<file path="src/rtl/datapath_pkg.sv">
`default_nettype none
// ============================================================================
// Module      : datapath_pkg
// Description : Opcodes, instruction field positions and FSM state encoding
//               shared by the multi-cycle datapath and its ALU.
// Revision    : 1.0 - initial release
// ============================================================================
package datapath_pkg;

  // Opcodes (instruction bits [31:28]); codes A..E are undefined and run as NOP
  localparam logic [3:0] c_OP_NOP  = 4'h0;
  localparam logic [3:0] c_OP_ADD  = 4'h1;
  localparam logic [3:0] c_OP_SUB  = 4'h2;
  localparam logic [3:0] c_OP_AND  = 4'h3;
  localparam logic [3:0] c_OP_OR   = 4'h4;
  localparam logic [3:0] c_OP_XOR  = 4'h5;
  localparam logic [3:0] c_OP_SLT  = 4'h6;
  localparam logic [3:0] c_OP_ADDI = 4'h7;
  localparam logic [3:0] c_OP_BEQ  = 4'h8;
  localparam logic [3:0] c_OP_JMP  = 4'h9;
  localparam logic [3:0] c_OP_HALT = 4'hF;

  // Instruction field bit positions
  localparam int c_OP_LSB  = 28;
  localparam int c_RD_LSB  = 24;
  localparam int c_RS_LSB  = 20;
  localparam int c_RT_LSB  = 16;
  localparam int c_IMM_LSB = 0;
  localparam int c_FLD_W   = 4;
  localparam int c_IMM_W   = 16;

  localparam int c_NREGS = 16;

  typedef enum logic [2:0] {
    ST_IDLE   = 3'd0,
    ST_FETCH  = 3'd1,
    ST_DECODE = 3'd2,
    ST_EXEC   = 3'd3,
    ST_WB     = 3'd4,
    ST_HALT   = 3'd5
  } state_t;

  // Opcodes that produce a register write-back
  function automatic logic is_alu_op(input logic [3:0] op);
    return (op >= c_OP_ADD) && (op <= c_OP_ADDI);
  endfunction

endpackage
`default_nettype wire

</file>
<file path="src/rtl/dp_alu.sv">
`default_nettype none
// ============================================================================
// Module      : dp_alu
// Description : Combinational ALU for the multi-cycle datapath. Arithmetic is
//               modulo 2^WIDTH; eq feeds the BEQ decision.
// Revision    : 1.0 - initial release
// ============================================================================
module dp_alu
  import datapath_pkg::*;
#(
  parameter int WIDTH = 32
) (
  input  logic [3:0]       i_op,
  input  logic [WIDTH-1:0] i_a,
  input  logic [WIDTH-1:0] i_b,
  output logic [WIDTH-1:0] o_y,
  output logic             o_eq
);

  logic w_lt;

  assign w_lt = $signed(i_a) < $signed(i_b);
  assign o_eq = (i_a == i_b);

  // Operation select; non-ALU opcodes yield zero
  always_comb begin
    o_y = '0;
    case (i_op)
      c_OP_ADD,
      c_OP_ADDI: o_y = i_a + i_b;
      c_OP_SUB:  o_y = i_a - i_b;
      c_OP_AND:  o_y = i_a & i_b;
      c_OP_OR:   o_y = i_a | i_b;
      c_OP_XOR:  o_y = i_a ^ i_b;
      c_OP_SLT:  o_y = {{(WIDTH-1){1'b0}}, w_lt};
      default:   o_y = '0;
    endcase
  end

endmodule
`default_nettype wire

</file>
<file path="src/rtl/datapath_mc.sv">
`default_nettype none
// ============================================================================
// Module      : datapath_mc
// Description : Multi-cycle compute core: loadable instruction memory,
//               16-entry register file, FETCH/DECODE/EXEC/WB sequencing with
//               start/halt control and a per-write-back result strobe.
//               IMEM_DEPTH is expected to be a power of two so that the PC
//               wraps naturally modulo the memory depth.
// Revision    : 1.0 - initial release
// ============================================================================
module datapath_mc
  import datapath_pkg::*;
#(
  parameter int WIDTH      = 32,
  parameter int IMEM_DEPTH = 64,
  localparam int PC_W      = $clog2(IMEM_DEPTH)
) (
  input  logic             clk,
  input  logic             reset,
  input  logic             imem_we,
  input  logic [PC_W-1:0]  imem_addr,
  input  logic [31:0]      imem_wdata,
  input  logic             start,
  output logic [WIDTH-1:0] result,
  output logic             result_valid,
  output logic             halted,
  output logic [PC_W-1:0]  pc
);

  state_t r_state;
  state_t w_next;

  logic [31:0]      r_imem [IMEM_DEPTH];
  logic [WIDTH-1:0] r_regs [c_NREGS];
  logic [31:0]      r_ir;
  logic [WIDTH-1:0] r_a;
  logic [WIDTH-1:0] r_b;
  logic [WIDTH-1:0] r_alu;
  logic [PC_W-1:0]  r_pc;
  logic [WIDTH-1:0] r_result;
  logic             r_result_valid;

  // FSM control strobes
  logic w_accept;
  logic w_launch;
  logic w_ld_ir;
  logic w_ld_ab;
  logic w_exec;
  logic w_wb;

  // Decoded instruction fields
  logic [3:0]              w_op;
  logic [3:0]              w_rd;
  logic [3:0]              w_rs;
  logic [3:0]              w_rt;
  logic signed [c_IMM_W-1:0] w_imm16;
  logic [WIDTH-1:0]        w_imm;
  logic [PC_W-1:0]         w_imm_pc;

  logic [WIDTH-1:0] w_alu_b;
  logic [WIDTH-1:0] w_alu_y;
  logic             w_alu_eq;
  logic [PC_W-1:0]  w_pc_inc;
  logic [PC_W-1:0]  w_pc_exec;

  assign w_op     = r_ir[c_OP_LSB +: c_FLD_W];
  assign w_rd     = r_ir[c_RD_LSB +: c_FLD_W];
  assign w_rs     = r_ir[c_RS_LSB +: c_FLD_W];
  assign w_rt     = r_ir[c_RT_LSB +: c_FLD_W];
  assign w_imm16  = r_ir[c_IMM_LSB +: c_IMM_W];
  assign w_imm    = WIDTH'(w_imm16);
  assign w_imm_pc = r_ir[c_IMM_LSB +: PC_W];

  // ADDI takes the sign-extended immediate in place of rt
  assign w_alu_b  = (w_op == c_OP_ADDI) ? w_imm : r_b;
  assign w_pc_inc = r_pc + PC_W'(1);

  assign result       = r_result;
  assign result_valid = r_result_valid;
  assign pc           = r_pc;

  dp_alu #(
    .WIDTH (WIDTH)
  ) u_alu (
    .i_op (w_op),
    .i_a  (r_a),
    .i_b  (w_alu_b),
    .o_y  (w_alu_y),
    .o_eq (w_alu_eq)
  );

  // State register
  always_ff @(posedge clk) begin
    if (reset) r_state <= ST_IDLE;
    else       r_state <= w_next;
  end

  // Next-state logic
  always_comb begin
    w_next = r_state;
    case (r_state)
      ST_IDLE:   if (start) w_next = ST_FETCH;
      ST_FETCH:  w_next = ST_DECODE;
      ST_DECODE: w_next = ST_EXEC;
      ST_EXEC: begin
        if (is_alu_op(w_op))        w_next = ST_WB;
        else if (w_op == c_OP_HALT) w_next = ST_HALT;
        else                        w_next = ST_FETCH;
      end
      ST_WB:     w_next = ST_FETCH;
      ST_HALT:   if (start) w_next = ST_FETCH;
      default:   w_next = ST_IDLE;
    endcase
  end

  // State-decoded control outputs
  always_comb begin
    w_accept = (r_state == ST_IDLE) || (r_state == ST_HALT);
    w_launch = w_accept && start;
    w_ld_ir  = (r_state == ST_FETCH);
    w_ld_ab  = (r_state == ST_DECODE);
    w_exec   = (r_state == ST_EXEC);
    w_wb     = (r_state == ST_WB);
    halted   = (r_state == ST_HALT);
  end

  // PC after EXEC; ALU ops advance in WB instead, HALT parks on itself
  always_comb begin
    w_pc_exec = r_pc;
    case (w_op)
      c_OP_NOP:  w_pc_exec = w_pc_inc;
      c_OP_BEQ:  w_pc_exec = w_alu_eq ? (w_pc_inc + w_imm_pc) : w_pc_inc;
      c_OP_JMP:  w_pc_exec = w_imm_pc;
      c_OP_HALT: w_pc_exec = r_pc;
      default:   w_pc_exec = is_alu_op(w_op) ? r_pc : w_pc_inc;
    endcase
  end

  // Instruction memory load; only while stopped, and never during reset
  always_ff @(posedge clk) begin
    if (!reset && imem_we && w_accept) r_imem[imem_addr] <= imem_wdata;
  end

  // Register file; r0 is never written so it always reads zero
  always_ff @(posedge clk) begin
    if (reset) begin
      for (int i = 0; i < c_NREGS; i++) r_regs[i] <= '0;
    end else if (w_wb && (w_rd != 4'd0)) begin
      r_regs[w_rd] <= r_alu;
    end
  end

  // Datapath registers: PC, IR, operand latches, ALU result and result port
  always_ff @(posedge clk) begin
    if (reset) begin
      r_pc           <= '0;
      r_ir           <= '0;
      r_a            <= '0;
      r_b            <= '0;
      r_alu          <= '0;
      r_result       <= '0;
      r_result_valid <= 1'b0;
    end else begin
      r_result_valid <= 1'b0;
      if (w_launch) r_pc <= '0;
      if (w_ld_ir)  r_ir <= r_imem[r_pc];
      if (w_ld_ab) begin
        r_a <= r_regs[w_rs];
        r_b <= r_regs[w_rt];
      end
      if (w_exec) begin
        r_alu <= w_alu_y;
        r_pc  <= w_pc_exec;
      end
      if (w_wb) begin
        r_result       <= (w_rd == 4'd0) ? '0 : r_alu;
        r_result_valid <= 1'b1;
        r_pc           <= w_pc_inc;
      end
    end
  end

endmodule
`default_nettype wire

</file>
<file path="config.mk">
export PLATFORM = sky130hd
export DESIGN_NAME = datapath_mc
export DESIGN_NICKNAME = d
export VERILOG_FILES = /design/src/rtl/datapath_pkg.sv /design/src/rtl/dp_alu.sv /design/src/rtl/datapath_mc.sv
export SDC_FILE = /design/constraint.sdc
export NUM_CORES = 2
export LEC_CHECK = 0
export CAP_MARGIN = 20
export CORE_ASPECT_RATIO = 0.75
export CORE_MARGIN = 2
export CORE_UTILIZATION = 35
export CTS_CLUSTER_DIAMETER = 100
export DETAILED_ROUTE_END_ITERATION = 8
export PLACE_DENSITY = 0.5
export SETUP_SLACK_MARGIN = 0.3
export SLEW_MARGIN = 0
export SYNTH_ARGS = -nofsm -noshare
export SYNTH_HDL_FRONTEND = slang
export SYNTH_HIERARCHICAL = 1
export SYNTH_SLANG_ARGS = --single-unit
</file>
<file path="constraint.sdc">
create_clock -name clk -period 4 [get_ports clk]
set_input_delay 0.8 -clock clk [delete_from_list [all_inputs] [get_ports clk]]
set_output_delay 0.8 -clock clk [all_outputs]
set_load 0.02 [all_outputs]
</file>
==> metrics.txt <==
I/O pin total 82; Port Buffers 81; Leak 43.9 nW; worst reg2reg path depth 20; GP Congestion 0.904; layout cells sized above 1 0.295; Routed Antenna Nets 0; Total Routing Usage GR 0.215; Yosys reg bits 2730; distinct cell type count after synthesis 98; Slew @ Worst Pin 1.17 ns; Die Footprint 0.336 sq mm; Cell Rows 183; Die X 669 um; Post-Syn Area per Cell 17.8 sq um; Post-Synthesis Cell Area 0.116 sq mm; htree depth 5; cell depth of the worst setup path 20; nature of the critical path endpoint flip-flop; GR Overflow Total 0; Worst-Skew Late Latency 0.88 ns; crit path from r_ir[31]; clk sinks 2730; Post-Route Skew 0.0717 ns; DRC viols 0; family with the most delay on the worst path compound AO/OA/AOI/OAI gates; synth warn 6; setup violators final 0; outcome finished clean; worst min path class in2reg; Layout area overhead 18.3%; Worst Path Max Fanout 15; CTS clk-pin slew, worst paths 0.06 ns; RSZ-0062 raised after global routing yes; Detailed Route WL 366000 um; CP Cell Sequence nand4b_1, buf_6, buf_12, buf_4, buf_8, nand2_1, nand2_1, inv_1, ha_1, buf_6, nor2b_1, nor3_2, o21ai_1, o31a_1, and2_4, a311oi_4, o31ai_1, o21ai_1, nand2_1, a21oi_1; antenna violations before repair 41; worst slew margin relative to its limit 0.219; WP buf/inv 6; post-DP HPWL 221000 um; Fin. Hold Viols 0; final setup margin 0.317 ns; storage element area 0.0803 sq mm; RR Startpoint r_ir[31]; RR Endpoint r_alu[27]; final period utilization 0.921; Pwr Density 492 mW/mm^2; Final Critical Period 3.68 ns; Filler cells 29.4k; Fin Setup TNS 0 ns; reg-to-reg slack, setup 0.32 ns; die height 503 um; area of the multi-input gates 0.0343 sq mm; CTS Root Buffer Type clkbuf_16; vias per std cell 5.56; drt initial violations 8102; fraction of registers with async set/reset 0; Syn Inst Count 6516; Pins Over Slew Limit 0; max_cap viols 0; total core area 0.331 sq mm; Crit Path Category reg2reg; CP Capture Point r_alu[27]; Fmax 0.272 GHz; slowest CP cell o31a_1; Post-synth EDFFs 2560; Primary FF master, synth edfxtp_1; CTS Buf Count 294; Pre-Repair DR Iteration Count 5; clk buf depth 4; Final #Nets 7225; via count 65.4k; CP startpoint kind flip-flop; largest net degree at the start of global routing 71; CP peak stage delay 0.34 ns; DR WL/cell 31.1 um; CTS Hold Buffers Added 0; Crit path top cell by count nand2_1; Data arrival, critical path 4.37 ns; first-pass GRT wire length 511000 um; Initial Util 0.351; register area share after synthesis 0.692; CTS tree built; number of global-route vias before repair 65.1k; Max VDD drop 0.337 mV; Req. time, crit path 4.69 ns; DP Worst Slack 0.0765 ns
## synth_stat cells (21+ instances only)
cell type	n	area [sq um]
a21oi_1	181	906
a221oi_1	68	596
a22oi_1	66	495
and2_1	489	3060
buf_1	37	139
buf_2	95	475
buf_4	23	173
buf_6	21	236
clkbuf_1	253	950
dfxtp_1	170	3400
edfxtp_1	2560	76900
ha_1	109	1360
inv_1	228	856
mux2_2	32	360
mux2i_1	68	681
mux4_2	832	18700
nand2_1	415	1560
nand3_1	25	125
nand4_1	38	238
nor2_1	272	1020
nor3_1	27	135
o211ai_1	49	368
o21ai_0	67	335
o21ai_1	72	360
o22ai_1	35	219
## registers in the layout, indices dropped and copies added, names as in the netlist
register and count:
r_a 32, r_b 32, pc 6, r_ir 32
r_imem 2048, result 32, result_valid 1, r_regs 512
r_state 3, r_alu 32
## area by class of cell
type | instances | area share
Clock inverter | 149 | 0.00922
Clock buffer | 372 | 0.0589
Multi-Input combinational cell | 3157 | 0.250
Timing Repair Buffer | 657 | 0.0493
Antenna cell | 18 | 0.000328
Tap cell | 4440 | 0.0405
Sequential cell | 2730 | 0.585
Inverter | 231 | 0.00637
## power breakdown
group	leakage, nW	total (W)	switching, W	internal [W]
registers	25.1	0.0321	0.000536	0.0316
clock network	4.58	0.0268	0.0114	0.0155
logic	14.3	0.00860	0.00476	0.00384
total	43.9	0.0675	0.0167	0.0509
## per-stage QoR
| step | total power (W) | hold slack (ns) | std cells | utilization | cell area, sq um |
|---|---|---|---|---|---|
| floorplan | 0.0373 | 0.425 | 6547 | - | 116000 |
| global placement | 0.0408 | 0.444 | 11200 | 0.383 | 127000 |
| detailed placement | 0.0408 | 0.446 | 11200 | 0.383 | 127000 |
| CTS | 0.0677 | 0.184 | 11700 | 0.412 | 136000 |
| global route | 0.0697 | 0.216 | 11700 | 0.415 | 137000 |
| finish | 0.0675 | 0.259 | 11800 | 0.415 | 137000 |
## worst min path at each step
stage	depth (start not counted)	from	end
floorplan	2	r_b[0]	r_b[0]
finish	2	reset	pc[1]
detailed placement	2	r_b[30]	r_b[30]
global placement	2	r_b[29]	r_b[29]
CTS	2	reset	pc[1]
global route	2	reset	pc[1]
## layout by cell type (no fill, tap or decap), drive strengths merged, types with 19 or more instances in the layout
cell / Yosys / layout
mux4: 832 / 832
inv: 231 / 243
buf: 176 / 610
conb: 1 / 32
o21ai: 140 / 140
a221oi: 68 / 68
ha: 109 / 109
dfxtp: 170 / 170
a21oi: 184 / 184
a21o: 19 / 19
nand4: 38 / 38
clkbuf: 253 / 372
nand3: 25 / 25
mux2i: 68 / 68
nor3: 30 / 30
nand2: 416 / 416
clkinv: 0 / 109
and2: 490 / 490
a22oi: 66 / 66
clkdlybuf4s50: 0 / 47
o22ai: 37 / 37
edfxtp: 2560 / 2560
nor2: 274 / 274
o221ai: 19 / 19
o211ai: 51 / 51
mux2: 32 / 32
## kinds of logic (layout without fill, tap and decap cells)
family | Yosys count | count (layout) | share of synthesized area
AOI/OAI and AO/OA | 700 | 700 | 0.0405
xor gates and xnor gates | 11 | 11 | 0.000831
adders and majority gates | 113 | 113 | 0.0124
buffers and inverters | 660 | 1409 | 0.0245
DFF | 2730 | 2730 | 0.692
muxes | 932 | 932 | 0.171
other | 1 | 50 | 0.0000323
and+or+nand+nor | 1369 | 1369 | 0.0591
## worst reg2reg max path, cell delays in order, from the launching register on
cell	delay [ns]
dfxtp_2	0.32
nand4b_1	0.12
buf_6	0.17
buf_12	0.15
buf_4	0.17
buf_8	0.18
nand2_1	0.08
nand2_1	0.09
inv_1	0.07
ha_1	0.33
buf_6	0.18
nor2b_1	0.31
nor3_2	0.11
o21ai_1	0.17
o31a_1	0.34
and2_4	0.22
a311oi_4	0.10
o31ai_1	0.23
o21ai_1	0.10
nand2_1	0.08
a21oi_1	0.06
## layer usage
metal / global-route usage / part of all wire / vias to the layer above / wire (um)
li1: - / - / 27000 / -
met1: 0.329 / 0.46 / 35200 / 167000
met2: 0.322 / 0.45 / 2670 / 163000
met3: 0.0352 / 0.077 / 439 / 28000
met4: 0.0457 / 0.021 / 0 / 7810
met5: 0 / 0 / - / 0
## repair_timing
action                     in CTS  in global routing
buffers inserted               13                 13
setup endpoints to repair      20                 29
gates resized for setup        27                143
pin swaps                      15                 47
cloned                          0                  1
(Power assumes the default switching activity.)
